==> src/rtl/mul_cpa_pipe_pkg.sv <==
// Shared multiplier definitions: default result width, low-slice width derivation
// and the handshake stage-state type used by the carry-propagate pipeline.
package mul_cpa_pipe_pkg;

    localparam int DATA_WIDTH_DEF = 22;

    function automatic int lo_width_of(input int data_width);
        return data_width / 2;
    endfunction

    typedef enum logic {
        STG_EMPTY = 1'b0,
        STG_FULL  = 1'b1
    } stage_state_e;

endpackage

==> src/rtl/mul_cpa_slice.sv <==
// Combinational W-bit adder slice with carry-in and carry-out, the building block
// of the final carry-propagate adder behind the Wallace compressor.
module mul_cpa_slice #(
    parameter int W = 11
) (
    input  logic [W-1:0] a_i,
    input  logic [W-1:0] b_i,
    input  logic         ci_i,
    output logic [W-1:0] sum_o,
    output logic         co_o
);

    logic [W:0] total;

    assign total         = {1'b0, a_i} + {1'b0, b_i} + {{W{1'b0}}, ci_i};
    assign {co_o, sum_o} = total;

endmodule

==> src/rtl/mul_cpa_pipe.sv <==
// Carry-propagate adder resolving Wallace sum/carry vectors into the product.
// Define MUL_CPA_PIPE_EN for the two-stage split adder; otherwise one full-width stage.
module mul_cpa_pipe
    import mul_cpa_pipe_pkg::*;
#(
    parameter int DATA_WIDTH = DATA_WIDTH_DEF,
    parameter int LO_WIDTH   = lo_width_of(DATA_WIDTH)
) (
    input  logic                  clk,
    input  logic                  rst,
    input  logic                  in_valid,
    output logic                  in_ready,
    input  logic [DATA_WIDTH-1:0] sout,
    input  logic [DATA_WIDTH-1:0] cout,
    output logic                  out_valid,
    input  logic                  out_ready,
    output logic [DATA_WIDTH-1:0] result
);

    // The carry vector is one place heavier than the sum vector; its top bit falls off.
    logic [DATA_WIDTH-1:0] op_b;
    logic                  cout_msb_unused;

    assign op_b            = {cout[DATA_WIDTH-2:0], 1'b0};
    assign cout_msb_unused = cout[DATA_WIDTH-1];

`ifdef MUL_CPA_PIPE_EN
    localparam int HI_WIDTH = DATA_WIDTH - LO_WIDTH;

    stage_state_e          s1_state_q, s1_state_d;
    stage_state_e          s2_state_q, s2_state_d;
    logic [LO_WIDTH-1:0]   lo_sum_q, lo_sum_d, lo_sum_c;
    logic                  lo_co_q, lo_co_d, lo_co_c;
    logic [HI_WIDTH-1:0]   hi_a_q, hi_a_d, hi_b_q, hi_b_d, hi_sum_c;
    logic                  hi_co_unused;
    logic [DATA_WIDTH-1:0] result_q, result_d;
    logic                  s1_ready, s2_ready, accept;

    mul_cpa_slice #(.W(LO_WIDTH)) u_slice_lo (
        .a_i   (sout[LO_WIDTH-1:0]),
        .b_i   (op_b[LO_WIDTH-1:0]),
        .ci_i  (1'b0),
        .sum_o (lo_sum_c),
        .co_o  (lo_co_c)
    );

    // The registered low carry travels with its own high operands, never a neighbour's.
    mul_cpa_slice #(.W(HI_WIDTH)) u_slice_hi (
        .a_i   (hi_a_q),
        .b_i   (hi_b_q),
        .ci_i  (lo_co_q),
        .sum_o (hi_sum_c),
        .co_o  (hi_co_unused)
    );

    assign s2_ready = (s2_state_q == STG_EMPTY) || out_ready;
    assign s1_ready = (s1_state_q == STG_EMPTY) || s2_ready;
    assign in_ready = s1_ready && !rst;
    assign accept   = in_valid && in_ready;

    always_comb begin
        s1_state_d = s1_state_q;
        s2_state_d = s2_state_q;
        lo_sum_d   = lo_sum_q;
        lo_co_d    = lo_co_q;
        hi_a_d     = hi_a_q;
        hi_b_d     = hi_b_q;
        result_d   = result_q;
        if (s2_ready) begin
            s2_state_d = s1_state_q;
            if (s1_state_q == STG_FULL) begin
                result_d = {hi_sum_c, lo_sum_q};
            end
        end
        if (s1_ready) begin
            s1_state_d = accept ? STG_FULL : STG_EMPTY;
        end
        if (accept) begin
            lo_sum_d = lo_sum_c;
            lo_co_d  = lo_co_c;
            hi_a_d   = sout[DATA_WIDTH-1:LO_WIDTH];
            hi_b_d   = op_b[DATA_WIDTH-1:LO_WIDTH];
        end
    end

    always_ff @(posedge clk) begin
        if (rst) begin
            s1_state_q <= STG_EMPTY;
            s2_state_q <= STG_EMPTY;
            lo_sum_q   <= '0;
            lo_co_q    <= 1'b0;
            hi_a_q     <= '0;
            hi_b_q     <= '0;
            result_q   <= '0;
        end else begin
            s1_state_q <= s1_state_d;
            s2_state_q <= s2_state_d;
            lo_sum_q   <= lo_sum_d;
            lo_co_q    <= lo_co_d;
            hi_a_q     <= hi_a_d;
            hi_b_q     <= hi_b_d;
            result_q   <= result_d;
        end
    end

    assign out_valid = (s2_state_q == STG_FULL);
    assign result    = result_q;
`else
    localparam int LO_WIDTH_UNUSED = LO_WIDTH;

    stage_state_e          out_state_q, out_state_d;
    logic [DATA_WIDTH-1:0] result_q, result_d, sum_c;
    logic                  co_unused;
    logic                  out_stage_ready, accept;

    mul_cpa_slice #(.W(DATA_WIDTH)) u_slice_full (
        .a_i   (sout),
        .b_i   (op_b),
        .ci_i  (1'b0),
        .sum_o (sum_c),
        .co_o  (co_unused)
    );

    assign out_stage_ready = (out_state_q == STG_EMPTY) || out_ready;
    assign in_ready        = out_stage_ready && !rst;
    assign accept          = in_valid && in_ready;

    always_comb begin
        out_state_d = out_state_q;
        result_d    = result_q;
        if (out_stage_ready) begin
            out_state_d = accept ? STG_FULL : STG_EMPTY;
        end
        if (accept) begin
            result_d = sum_c;
        end
    end

    always_ff @(posedge clk) begin
        if (rst) begin
            out_state_q <= STG_EMPTY;
            result_q    <= '0;
        end else begin
            out_state_q <= out_state_d;
            result_q    <= result_d;
        end
    end

    assign out_valid = (out_state_q == STG_FULL);
    assign result    = result_q;
`endif

endmodule
==> config.mk <==
export PLATFORM = sky130hd
export DESIGN_NAME = mul_cpa_pipe
export DESIGN_NICKNAME = d
export VERILOG_FILES = /design/src/rtl/mul_cpa_pipe_pkg.sv /design/src/rtl/mul_cpa_slice.sv /design/src/rtl/mul_cpa_pipe.sv
export SDC_FILE = /design/constraint.sdc
export NUM_CORES = 1
export LEC_CHECK = 0
export ABC_AREA = 1
export CORE_MARGIN = 2
export CORE_UTILIZATION = 29
export DETAILED_ROUTE_END_ITERATION = 7
export PLACE_DENSITY_LB_ADDON = 0.1
export SLEW_MARGIN = 20
export SYNTH_ARGS = -nofsm -noshare
export SYNTH_HDL_FRONTEND = slang
export SYNTH_SLANG_ARGS = --single-unit
==> constraint.sdc <==
create_clock -name clk -period 2.2 [get_ports clk]
set_clock_uncertainty 0.05 [all_clocks]
set_input_delay 0.33 -clock clk [delete_from_list [all_inputs] [get_ports clk]]
set_output_delay 0.33 -clock clk [all_outputs]
set_load 0.01 [all_outputs]
; Word-level counts from Yosys, hierarchy flattened
; Cells that the tools add are included.
[word_totals]
word_cells = 9
n_memories = 0
input_bits = 48
mem_bits_ro = 0
mem_bits_rw = 0
register_bits = 23
latch_bits = 0
output_inout_bits = 24
[classes]
n_eq_ne = 0
n_bitwise = 1
n_addsub = 1
muxes = 1
order_cmp = 0
multipliers = 0
reduce_logical = 4
n_div = 0
shift = 0
[ops]
columns = cell, count
row1 = $add 22x22->22, 1
row2 = $logic_and 1x1->1, 2
row3 = $logic_not 1->1, 1
row4 = $logic_or 1x1->1, 1
row5 = $mux 1, 1
row6 = $not 1->1, 1

; Longest topological paths before layout
; Gate-level depths: netlist of the first run.
[logic_depth]
ltp_word = 5
depth_mapped = 13

; Hierarchy
; From an unflattened synthesis of the first run, not the netlist that was laid out.
[hier_totals]
hier_cells = 458
area_unflattened_um2 = 2598.7
[modules_own_cells]
columns = module, cells_each, seq_area_each_um2, instances, area_each_um2
row1 = mul_cpa_slice, 306, 0.0, 1, 1559.0
row2 = mul_cpa_pipe, 152, 460.4, 1, 1039.7

; Worst setup path before layout of the first run
; No wires, ideal clock.
[synth_path]
kind = input -> register
from = input port sout[1]
to = register result_q[17] (netlist: result[17])
path_slack_ns = 0.413
setup_time_ns = 0.109
required_time_ns = 2.041
t_arrival_ns = 1.628
path_buffers = 0
stages = 12
cell_sequence = ha_1 > fa_1 > nand3_1 > nand3_2 > nand2_1 > nand3_2 > nand2_1 > nand2_1 > nand2_1 > nand3_1 > nand2_1 > inv_1
[synth_via]
elab_chain_cells = 1
[synth_lines]
columns = element, line
row1 = start: declaration, mul_cpa_pipe.sv:13  ; input logic [DATA_WIDTH-1:0] sout,
row2 = $add 22x22->22, mul_cpa_slice.sv:15  ; assign total = {1'b0, a_i} + {1'b0, b_i} + {{W{1'b0}}, ci_i};
row3 = end signal: assignment, mul_cpa_pipe.sv:145  ; result_q <= result_d;
row4 = end: declaration, mul_cpa_pipe.sv:112  ; logic [DATA_WIDTH-1:0] result_q, result_d, sum_c;
; No other way between the ends.
; A chain may end at the register's enable or synchronous reset.

; Final worst setup path of the first run
[layout_path]
from = input port sout[1]
to = register result_q[15] (netlist: result[15])
; Same word-level chain as after synthesis.

==> metrics.csv, run 1 <==
metric;value;unit
Slew headroom;0.8006;
Critical Path RT;2310;ps
Worst Setup EP;result[15];
PortBufs;70;
cell taking the most area after synthesis;nand2_1;
warnings from Yosys;0;
placer congestion estimate;0.9017;
first-pass GRT wire length;9653;µm
Final ANT Viol Nets;0;
commonest non-fill, non-tap cell in the layout;nand2_1;
multi-input logic area;1450;µm²
fin nets;518;
critical path cell sequence;clkdlybuf4s50_1 > ha_1 > fa_1 > nand3_1 > nand3_2 > nand2_1 > nand2_1 > nand2_1 > nand2_1 > nand2_1 > nand3_1 > nand2_1 > inv_1;
GRT Residual Overflow;0;
Num CTS Buffers;3;
count of different cell masters after synthesis;24;
CP max stage delay;410;ps
CP most frequent cell;nand2_1;
WL per Instance;10.25;µm
cells after synthesis;366;
H-tree depth;1;
synthesized cell area;2148;µm²
CP arrival;2170;ps
final hold viol count;0;
Iter 0 DRT Violations;62;
Final Power;1.405;mW
Mean Syn Cell Area;5.870;µm²
Crit. End Element;flop;
vias per inst;4.355;
fin crit period;2052;ps
worst r2r src;out_valid;
starting density of the core;0.2978;
slowest CP cell;clkdlybuf4s50_1;
Hold Path Class;flop to flop;
startpoint types;input pin;
Post-CTS Setup Bufs;0;
Diodes inserted;0;
measured slew at the worst slew-check pin;298.7;ps
FF/Latch Area;460.4;µm²
area share of the largest cell type after synthesis;0.2359;
clock root buffer;clkbuf_8;
sequential share of the synthesized area;0.2143;
Slew Viols, Final;0;
FF-to-FF End;result[14];
Final Setup Violations;0;
# DRC;0;
Std-Cell Rows;31;
vias in the first global route;2226;
Tcrit/Tclk final;0.9325;
Detail Placement HPWL;4836;µm
Clock Path Buffers;2;
CTS resizes;0;
P&R area growth vs syn;44.32;%
status;complete, no violations;
largest net degree at the start of global routing;22;
cell depth of the worst setup path;13;
clk sinks;23;
via count;2382;
PD cells;453.3;nW/µm²
Crit path max-delay family;simple AND/OR/NAND/NOR gates;
CTS Hold Buffers Added;0;
Yosys reg bits;23;
CTS tree;built;
antenna violations before repair;0;
leakage;1.596;nW
DIE WIDTH;90.07;µm
crit path buf inv count;2;
global-route usage over all layers;0.1412;
Ports;72;
ranking of synthesized cells by area;nand2_1 24%, dfxtp_1 21%, ha_1 12%, inv_1 9.6%, nand3_1 9.3%;
R2R depth;6;
fmax;487.4;MHz
r2r setup slk;930;ps
most frequent cells in the layout;135 x nand2_1, 70 x clkdlybuf4s50_1, 55 x inv_1, 40 x nand3_1;
Final Core Density;0.4298;
clk_lat worst skew;250;ps
Worst-path clk slew;80;ps
Die Y-Extent;90.07;µm
filler instances;805;
critical path launch point;sout[1];
post-route setup TNS;0;ps
Net Count, Synth;435;
DR pass1 iterations;4;
unrepaired setup endpoints after global routing;false;
Core ar.;7214;µm²
worst-path fanout max;4;
die area;8113;µm²
kind of critical path;input pin to flop;
Worst VDD drop;0.1861;mV
layout cells sized above 1;0.08259;
Routed Wire Length;5607;µm
Max Cap Violations;0;
-- metal layers --
| metal | global-route usage | up-vias | wire length, µm |
|---|---|---|---|
| li1 | - | 1304 | - |
| met1 | 0.1934 | 1009 | 2866 |
| met2 | 0.2274 | 61 | 2355 |
| met3 | 0.01676 | 8 | 284 |
| met4 | 0.05256 | 0 | 102 |
| met5 | 0 | - | 0 |
-- Yosys cell counts (all sizes together) --
cell type  count
fa             1
xor2           1
or2            1
dfxtp         23
ha            20
o21bai         3
clkbuf         5
and2           1
nand2        142
xnor2          7
nand3         44
o21ai         11
buf            1
nor2          28
nor3           3
inv           57
nand4          2
a21oi         16
-- final cells by class --
type                    instances  share of cell area
clock buffers                   3             0.01332
flip-flops and latches         23              0.1485
repair buffers                 84              0.2599
multi-input cells             280              0.4677
inverters                      57             0.06901
well taps                      99             0.03995
clock inverters                 1            0.001614
-- state kept, by name, indices dropped and copies added (netlist names) --
register,cells
out_valid,1
result,22
-- how the worst min path moves through the flow --
stage | slack, ps | from | endpoint | cells after the start
floorplan | 350 | rst | out_valid | 1
global placement | 400 | result[0] | result[0] | 2
detailed placement | 410 | result[2] | result[2] | 2
CTS | 420 | result[2] | result[2] | 2
global route | 440 | result[11] | result[11] | 2
finish | 420 | result[11] | result[11] | 2
-- cells by family after synthesis --
| family | after synthesis | share of synthesized area |
|---|---|---|
| buf+inv | 63 | 0.1107 |
| xor+xnor | 8 | 0.03262 |
| compound gates | 30 | 0.07513 |
| flops | 23 | 0.2143 |
| fa+ha+maj | 21 | 0.1258 |
| simple gates | 221 | 0.4415 |
-- tightest hold or removal path, stage by stage (launching register included) --
cell and delay (ps):
dfxtp_1 310, nand3_1 70, nand2_1 50
-- per-stage QoR --
step | hold slack [ps] | std cells | area [µm²] | setup slack, ps
finish | 419.8 | 547 | 3100 | 148.4
floorplan | 352.4 | 366 | 2148 | 413.0
global placement | 401.8 | 543 | 3054 | -86.73
global route | 437.5 | 547 | 3100 | 8.849
detailed placement | 410.8 | 543 | 3054 | -106.4
CTS | 423.6 | 547 | 3100 | 162.1
-- where the power goes --
part,switching [mW],internal (mW)
Combinational,0.332,0.330
Clock,0.130,0.126
Sequential,0.0234,0.465
Total,0.485,0.920
No activity file was read; power rests on OpenSTA's default activity.
==> run 2, diff against run 1 <==
Settings changed: CELL_PAD_IN_SITES_DETAIL_PLACEMENT set to 0, CELL_PAD_IN_SITES_GLOBAL_PLACEMENT set to 1, REMOVE_ABC_BUFFERS set to 1.
==> metrics.csv, run 2 (synthesis gave the netlist of run 1 again) <==
metric;value;unit;change
status;complete, no violations;;
Worst VDD drop;0.2236;mV;+20%
leakage;1.594;nW;-0.11%
layout cells sized above 1;0.08482;;+0.002232
Crit. End Element;flop;;
Worst Hold Launch;result[1];;
PD cells;462.2;nW/µm²;+2.0%
pre-CTS WS;-131.6;ps;-25.21 ps
final hold viol count;0;;unchanged
first-pass GRT wire length;10380;µm;+7.5%
starting density of the core;0.2978;;unchanged
WHS;418.8;ps;-1.057 ps
GRT Residual Overflow;0;;unchanged
Routed Wire Length;6298;µm;+12%
global-route usage over all layers;0.1553;;+0.01411
worst-path fanout max;4;;unchanged
critical path launch point;sout[1];;
Largest register FFs;22;;unchanged
unrepaired setup endpoints after global routing;false;;
Final Setup Violations;0;;unchanged
Final ANT Viol Nets;0;;unchanged
Ports;72;;unchanged
DR pass1 iterations;4;;unchanged
Final Core Density;0.4301;;about the same
H-tree depth;1;;unchanged
largest net degree at the start of global routing;23;;+4.5%
clk sinks;23;;unchanged
CP most frequent cell;nand2_1;;
Slew headroom;0.4904;;-0.3102
slowest CP cell;clkdlybuf4s50_1;;
CTS tree;built;;
Worst-path clk slew;90;ps;about the same
most frequent cells in the layout;135 x nand2_1, 70 x clkdlybuf4s50_1, 55 x inv_1, 40 x nand3_1;;
measured slew at the worst slew-check pin;763.6;ps;+464.8 ps
Core ar.;7214;µm²;unchanged
# DRC;0;;unchanged
placer congestion estimate;0.7806;;-13%
worst r2r src;out_valid;;
antenna violations before repair;0;;unchanged
vias per inst;4.307;;-1.1%
Hold Path Class;flop to flop;;
commonest non-fill, non-tap cell in the layout;nand2_1;;
Detail Placement HPWL;5311;µm;+9.8%
Critical Path RT;2330;ps;+20 ps
fin crit period;1974;ps;-77.32 ps
via count;2356;;-1.1%
PortBufs;70;;unchanged
Slew Viols, Final;0;;unchanged
Iter 0 DRT Violations;62;;unchanged
DIE WIDTH;90.07;µm;unchanged
fin nets;518;;unchanged
R2R depth;6;;unchanged
startpoint types;input pin;;
Std-Cell Rows;31;;unchanged
WL per Instance;11.51;µm;+12%
P&R area growth vs syn;44.44;%;about the same
critical path cell sequence;clkdlybuf4s50_1 > ha_2 > fa_1 > nand3_1 > nand3_2 > nand2_1 > nand3_2 > nand2_1 > nand2_1 > nand2_1 > nand3_1 > nand2_1 > inv_1;;
Max Cap Violations;0;;unchanged
fmax;506.5;MHz;+3.9%
CP max stage delay;410;ps;about the same
Diodes inserted;0;;unchanged
post-route setup slack;225.7;ps;+77.32 ps
kind of critical path;input pin to flop;;
Die Y-Extent;90.07;µm;unchanged
clk_lat worst skew;270;ps;+20 ps
Num CTS Buffers;3;;unchanged
Tcrit/Tclk final;0.8974;;-0.03514
clock root buffer;clkbuf_8;;
die area;8113;µm²;unchanged
vias in the first global route;2295;;+3.1%
CP arrival;2100;ps;-70 ps
Clock Path Buffers;2;;unchanged
WHS Path Cells;2;;unchanged
## run 2: cell count changes in the layout (fill, tap and decap cells not counted)
cell,previous run,this run
ha_1,20,19
ha_2,0,1
## run 2: timing repair
action	in CTS	in global routing
resized for setup	0	1
setup buffers	0	0
endpoints found under the setup margin	0	2
hold buffers	0	0
endpoints found under the hold margin	0	0
## run 2: final timing paths
kind         slack, ps         end
min reg2reg        420   result[1]
max reg2reg        910  result[14]
max                230  result[17]
min                420   result[1]
## run 2: where the power goes
part / leakage [nW] / switching (mW) / internal (mW)
combinational: 1.38 / 0.334 / 0.333
clock: 0.0255 / 0.154 / 0.127
sequential: 0.191 / 0.0221 / 0.465
## run 2: area by class of cell
type                    count  area (µm²)
repair buffers             84       805.8
fillers                   804        4111
inverters                  57       214.0
multi-input cells         280        1453
clock buffers               3       41.29
clock inverters             1       5.005
well taps                  99       123.9
flip-flops and latches     23       460.4
## run 2: layer usage
metal,part of all wire,global-route usage,vias up
met5,0,0,-
met4,0.0049,0.01923,0
met3,0.025,0.02515,2
met2,0.48,0.2763,35
met1,0.49,0.2028,1012
li1,-,-,1307
## run 2: critical path: cells and delay by family
kind | cells | cell delay (ps)
simple gates | 9 | 740
buf+inv | 2 | 440
fa+ha+maj | 2 | 580
## run 2: through the flow
step | setup TNS [ps] | total power [mW] | area, µm² | std cells
6_report | 0 | 1.434 | 3103 | 547
5_1_grt | 0 | 1.558 | 3103 | 547
4_1_cts | 0 | 1.469 | 3100 | 547
3_5_place_dp | -346.9 | 1.171 | 3054 | 543
3_3_place_gp | -178.3 | 1.167 | 3054 | 543
2_1_floorplan | 0 | 0.8648 | 2125 | 360
==> run 3, diff against run 2 <==
Settings changed: REMOVE_ABC_BUFFERS 1 to not set.
Clock period 2.2 ns to 2.02 ns, I/O delays scaled along.
==> metrics.csv, run 3 (synthesis gave the netlist of run 1 again) <==
metric;value;unit;change
met2 usage;0.2381;;-0.03822
critical path launch point;sout[1];;
GRT Residual Overflow;0;;unchanged
fin crit period;1914;ps;
leakage;1.706;nW;+7.0%
PD cells;486.2;nW/µm²;+5.2%
PortBufs;70;;unchanged
Critical Path RT;2140;ps;-190 ps
worst-path fanout max;4;;unchanged
DR pass1 iterations;4;;unchanged
# DRC;0;;unchanged
Detail Placement HPWL;5270;µm;-0.78%
fmax;522.3;MHz;
WHS Path Cells;2;;unchanged
Num CTS Buffers;3;;unchanged
die area;8113;µm²;unchanged
Routed Wire Length;6321;µm;+0.37%
Ports;72;;unchanged
Slew headroom;0.5626;;+0.07220
final hold viol count;0;;unchanged
largest net degree at the start of global routing;31;;+35%
clk sinks;23;;unchanged
status;complete, no violations;;
kind of critical path;input pin to flop;;
clock root buffer;clkbuf_8;;
Worst Hold Launch;result[0];;
Min-Delay Endpoint;result[0];;
CP arrival;2030;ps;-70 ps
Iter 0 DRT Violations;73;;+18%
via count;2476;;+5.1%
DIE WIDTH;90.07;µm;unchanged
Most Used Layer, Global Route;met2;;
M3 GR Usage;0.01174;;-0.01341
Final Core Density;0.4719;;+0.04180
placer congestion estimate;0.8357;;+7.1%
commonest non-fill, non-tap cell in the layout;nand2_1;;
vias in the first global route;2254;;-1.8%
Final ANT Viol Nets;0;;unchanged
FF-to-FF End;result[16];;
Clock Path Buffers;2;;unchanged
WL per Instance;11.05;µm;-4.0%
startpoint types;input pin;;
Hold Path Class;flop to flop;;
Diodes inserted;0;;unchanged
FF/Latch Area;460.4;µm²;unchanged
Tcrit/Tclk final;0.9478;;
Crit. End Element;flop;;
Max Cap Violations;0;;unchanged
Final Power;1.655;mW;+15%
clk_lat worst skew;260;ps;about the same
first-pass GRT wire length;10250;µm;-1.2%
multi-input logic area;1564;µm²;+7.7%
CTS Hold Buffers Added;0;;unchanged
most frequent cells in the layout;132 x nand2_1, 70 x clkdlybuf4s50_1, 55 x inv_1, 40 x nand3_1, 39 x buf_4;;
R2R depth;6;;unchanged
Worst-path clk slew;80;ps;about the same
r2r setup slk;760;ps;-150 ps
Die Y-Extent;90.07;µm;unchanged
layout cells sized above 1;0.1776;;+0.09277
vias per inst;4.329;;+0.50%
filler instances;771;;-4.1%
fin nets;543;;+4.8%
starting density of the core;0.2978;;unchanged
global-route usage over all layers;0.1522;;-0.003117
Slew Viols, Final;0;;unchanged
met1 Resource Use GR;0.2240;;+0.02122
antenna violations before repair;0;;unchanged
H-tree depth;1;;unchanged
Std-Cell Rows;31;;unchanged
Core ar.;7214;µm²;unchanged
CTS tree;built;;
Largest register FFs;22;;unchanged
Worst VDD drop;0.2098;mV;-6.2%
measured slew at the worst slew-check pin;655.4;ps;-108.2 ps
P&R area growth vs syn;58.47;%;
worst r2r src;out_valid;;
Final Setup Violations;0;;unchanged
-- run 3: cell count changes in the layout (fill, tap and decap cells not counted), sizes merged --
cell / before / now
buf: 14 / 39
clkinv: 1 / 0
clkinvlp: 0 / 1
-- run 3: how the worst max path moves through the flow --
stage / end / slack [ps] / depth (start not counted)
global placement: result[15] / -220 / 13
global route: result[21] / -20 / 15
CTS: result[15] / 20 / 13
detailed placement: result[15] / -260 / 13
floorplan: result[17] / 260 / 12
finish: result[21] / 110 / 12
-- run 3: routing by layer --
layer / share of wire / vias to the layer above / routed length, µm
li1: - / 1357 / -
met1: 0.51 / 1066 / 3233
met2: 0.44 / 49 / 2761
met3: 0.041 / 4 / 259
met4: 0.010 / 0 / 65
met5: 0 / - / 0
-- run 3: power breakdown --
part / internal [mW] / total [mW] / switching [mW] / leakage (nW)
Clock: 0.139 / 0.283 / 0.143 / 0.0217
Combinational: 0.441 / 0.841 / 0.400 / 1.49
Sequential: 0.506 / 0.531 / 0.0254 / 0.191
-- run 3: metrics by stage --
step	setup TNS, ps	setup slack (ps)	std cells	hold slack [ps]	cell area [µm²]
final	0	105.5	572	418.0	3405
after floorplan	0	260.0	366	325.4	2148
after global placement	-2307	-222.4	566	405.3	3227
after detailed placement	-2627	-258.1	566	409.7	3227
after global routing	-16.33	-16.33	572	440.9	3405
after CTS	0	19.89	570	423.8	3276
-- run 3: cell type report --
| cell class | instances | share of cell area |
|---|---|---|
| multi-input cells | 280 | 0.4594 |
| repair buffers | 109 | 0.2918 |
| flip-flops and latches | 23 | 0.1352 |
| inverters | 57 | 0.06284 |
| well taps | 99 | 0.03638 |
| clock buffers | 3 | 0.01213 |
| clock inverters | 1 | 0.002205 |
-- run 3: critical path, cell delays in order --
cell	delay (ps)
clkdlybuf4s50_1	400
ha_2	200
fa_2	340
nand3_1	100
nand3_2	100
buf_4	150
nand3_1	100
nand3_1	90
nand2_1	70
nand3_1	60
nand2_1	70
inv_1	30
-- run 3: what timing repair did --
action	in CTS	in global routing
setup buffers	0	2
gates resized for setup	0	23
endpoints found under the setup margin	0	10
==> patch: new RTL, settings of run 1 <==
The package constant `DATA_WIDTH_DEF` goes from 22 to 30.
--- a/src/rtl/mul_cpa_pipe_pkg.sv
+++ b/src/rtl/mul_cpa_pipe_pkg.sv
@@ -4,3 +4,3 @@
 
-    localparam int DATA_WIDTH_DEF = 22;
+    localparam int DATA_WIDTH_DEF = 30;
 
Interface: changed (resized cout, result and sout); port bits go from 72 to 96. No check against the original RTL was run, so the function may have changed too.
==> patch against run 1 <==
  * Synthesized area is 55% higher
  * Routed wire length grew 73%
  * Core utilization fell by 0.28 points
  * Setup slack worse by 0.010 ns
  * Final area up 56%
  * Critical path depth is 1 higher
  * Power increased by 70%
  * Via count grew 54%
  * Hold slack worse by 0.0063 ns
  * Global-route usage grew 1.9 points
  * Sequential cell count grew 8
  * Critical endpoint is now result[26]
  * Highest routed layer unchanged
==> patch: results (changes against run 1) <==
<table>
<tr><th>Metric</th><th>Value</th></tr>
<tr><th colspan="2">Clocking</th></tr>
<tr><td>Register clock-pin slew on the reported worst setup and hold paths</td><td>0.05 ns (-0.03 ns)</td></tr>
<tr><td>CTS Root Buffer Type</td><td>sky130_fd_sc_hd__clkbuf_16</td></tr>
<tr><td>Clock latency at the later pin of the worst-skew pair</td><td>0.27 ns (+0.02 ns)</td></tr>
<tr><td>CTS Buf Count</td><td>5 (+2)</td></tr>
<tr><th colspan="2">Cells and area</th></tr>
<tr><td>Number of nets in the layout</td><td>799 (+54%)</td></tr>
<tr><td>Layout cells sized above 1</td><td>12.5% (+4.2 points)</td></tr>
<tr><td>Layout area overhead</td><td>44.8%</td></tr>
<tr><td>Final std cells w/o fill</td><td>849 (+55%)</td></tr>
<tr><td>Non-clk bufs</td><td>126 (+50%)</td></tr>
<tr><td>FF/Latch Area</td><td>621 um^2 (+35%)</td></tr>
<tr><td>NonClk Buf Share</td><td>24.4% (-1.6 points)</td></tr>
<tr><td>CLK BUF</td><td>6 (+3)</td></tr>
<tr><th colspan="2">Power and ir drop</th></tr>
<tr><td>Switching power total</td><td>810 uW (+67%)</td></tr>
<tr><td>Combinational group power</td><td>1.06 mW (+60%)</td></tr>
<tr><td>Leakage power total</td><td>2.64 nW (+65%)</td></tr>
<tr><th colspan="2">Yosys</th></tr>
<tr><td>Synthesized net count</td><td>674 (+55%)</td></tr>
<tr><td>Mean post-synth cell area</td><td>5.75 um^2 (-2.1%)</td></tr>
<tr><td>Adder-cell share of the synthesized area</td><td>11.1% (-1.5 points)</td></tr>
<tr><td>Most frequent cells after synthesis</td><td>sky130_fd_sc_hd__nand2_1 (233), sky130_fd_sc_hd__inv_1 (109), sky130_fd_sc_hd__nand3_1 (47), sky130_fd_sc_hd__dfxtp_1 (31), sky130_fd_sc_hd__nor2_1 (31)</td></tr>
<tr><th colspan="2">Placement</th></tr>
<tr><td>Gp weighted congestion</td><td>0.799 (-11%)</td></tr>
<tr><td>Dpl cell area</td><td>0.00467 mm^2 (+53%)</td></tr>
<tr><td>Port Buf Inserts</td><td>94 (+34%)</td></tr>
<tr><th colspan="2">Run status</th></tr>
<tr><td>Outcome</td><td>finished clean</td></tr>
<tr><th colspan="2">GRT</th></tr>
<tr><td>Number of global-route vias before repair</td><td>3,423 (+54%)</td></tr>
<tr><td>Overall global routing resource usage</td><td>16.0% (+1.9 points)</td></tr>
<tr><td>Wire length of the first global-routing pass</td><td>16,400 um (+69%)</td></tr>
<tr><th colspan="2">Routing</th></tr>
<tr><td>First-pass iteration count of the detailed router</td><td>5 (+1)</td></tr>
<tr><td>Wire length per cell after detailed routing</td><td>11.4 um (+11%)</td></tr>
<tr><th colspan="2">Timing</th></tr>
<tr><td>Remaining max-slew budget at the tightest pin</td><td>41.3% (-39 points)</td></tr>
</table>
-- patch: metal layers --
layer / GRT usage, % / up-vias / routed length (um)
li1: - / 2019 / -
met2: 25.5 / 77 / 4190
met1: 23.1 / 1555 / 4940
met4: 4.36 / 0 / 119
met5: 0 / - / 0
met3: 1.48 / 7 / 442
-- patch: cells by family (layout without fill, tap and decap cells) --
kind of cell / count (synthesis) / after routing
flip-flops: 31 / 31
adder cells (fa/ha/maj): 29 / 29
buffers and inverters: 119 / 244
XOR/XNOR: 12 / 12
AO/OA/AOI/OAI: 39 / 39
AND/OR/NAND/NOR: 351 / 351
-- patch: repair_timing --
action,4_1_cts,5_1_grt
endpoints found under the setup margin,0,7
resized for setup,0,7
hold buffers,0,0
hold endpoints to repair,0,0
-- patch: path summary, 6_finish.rpt --
kind         startpoint    endpoint  slack [ns]  cells after the start
max            sout[13]  result[26]        0.14                     14
max reg2reg   out_valid  result[26]        0.72                      6
min           result[2]   result[2]        0.41                      2
min reg2reg   result[2]   result[2]        0.41                      2
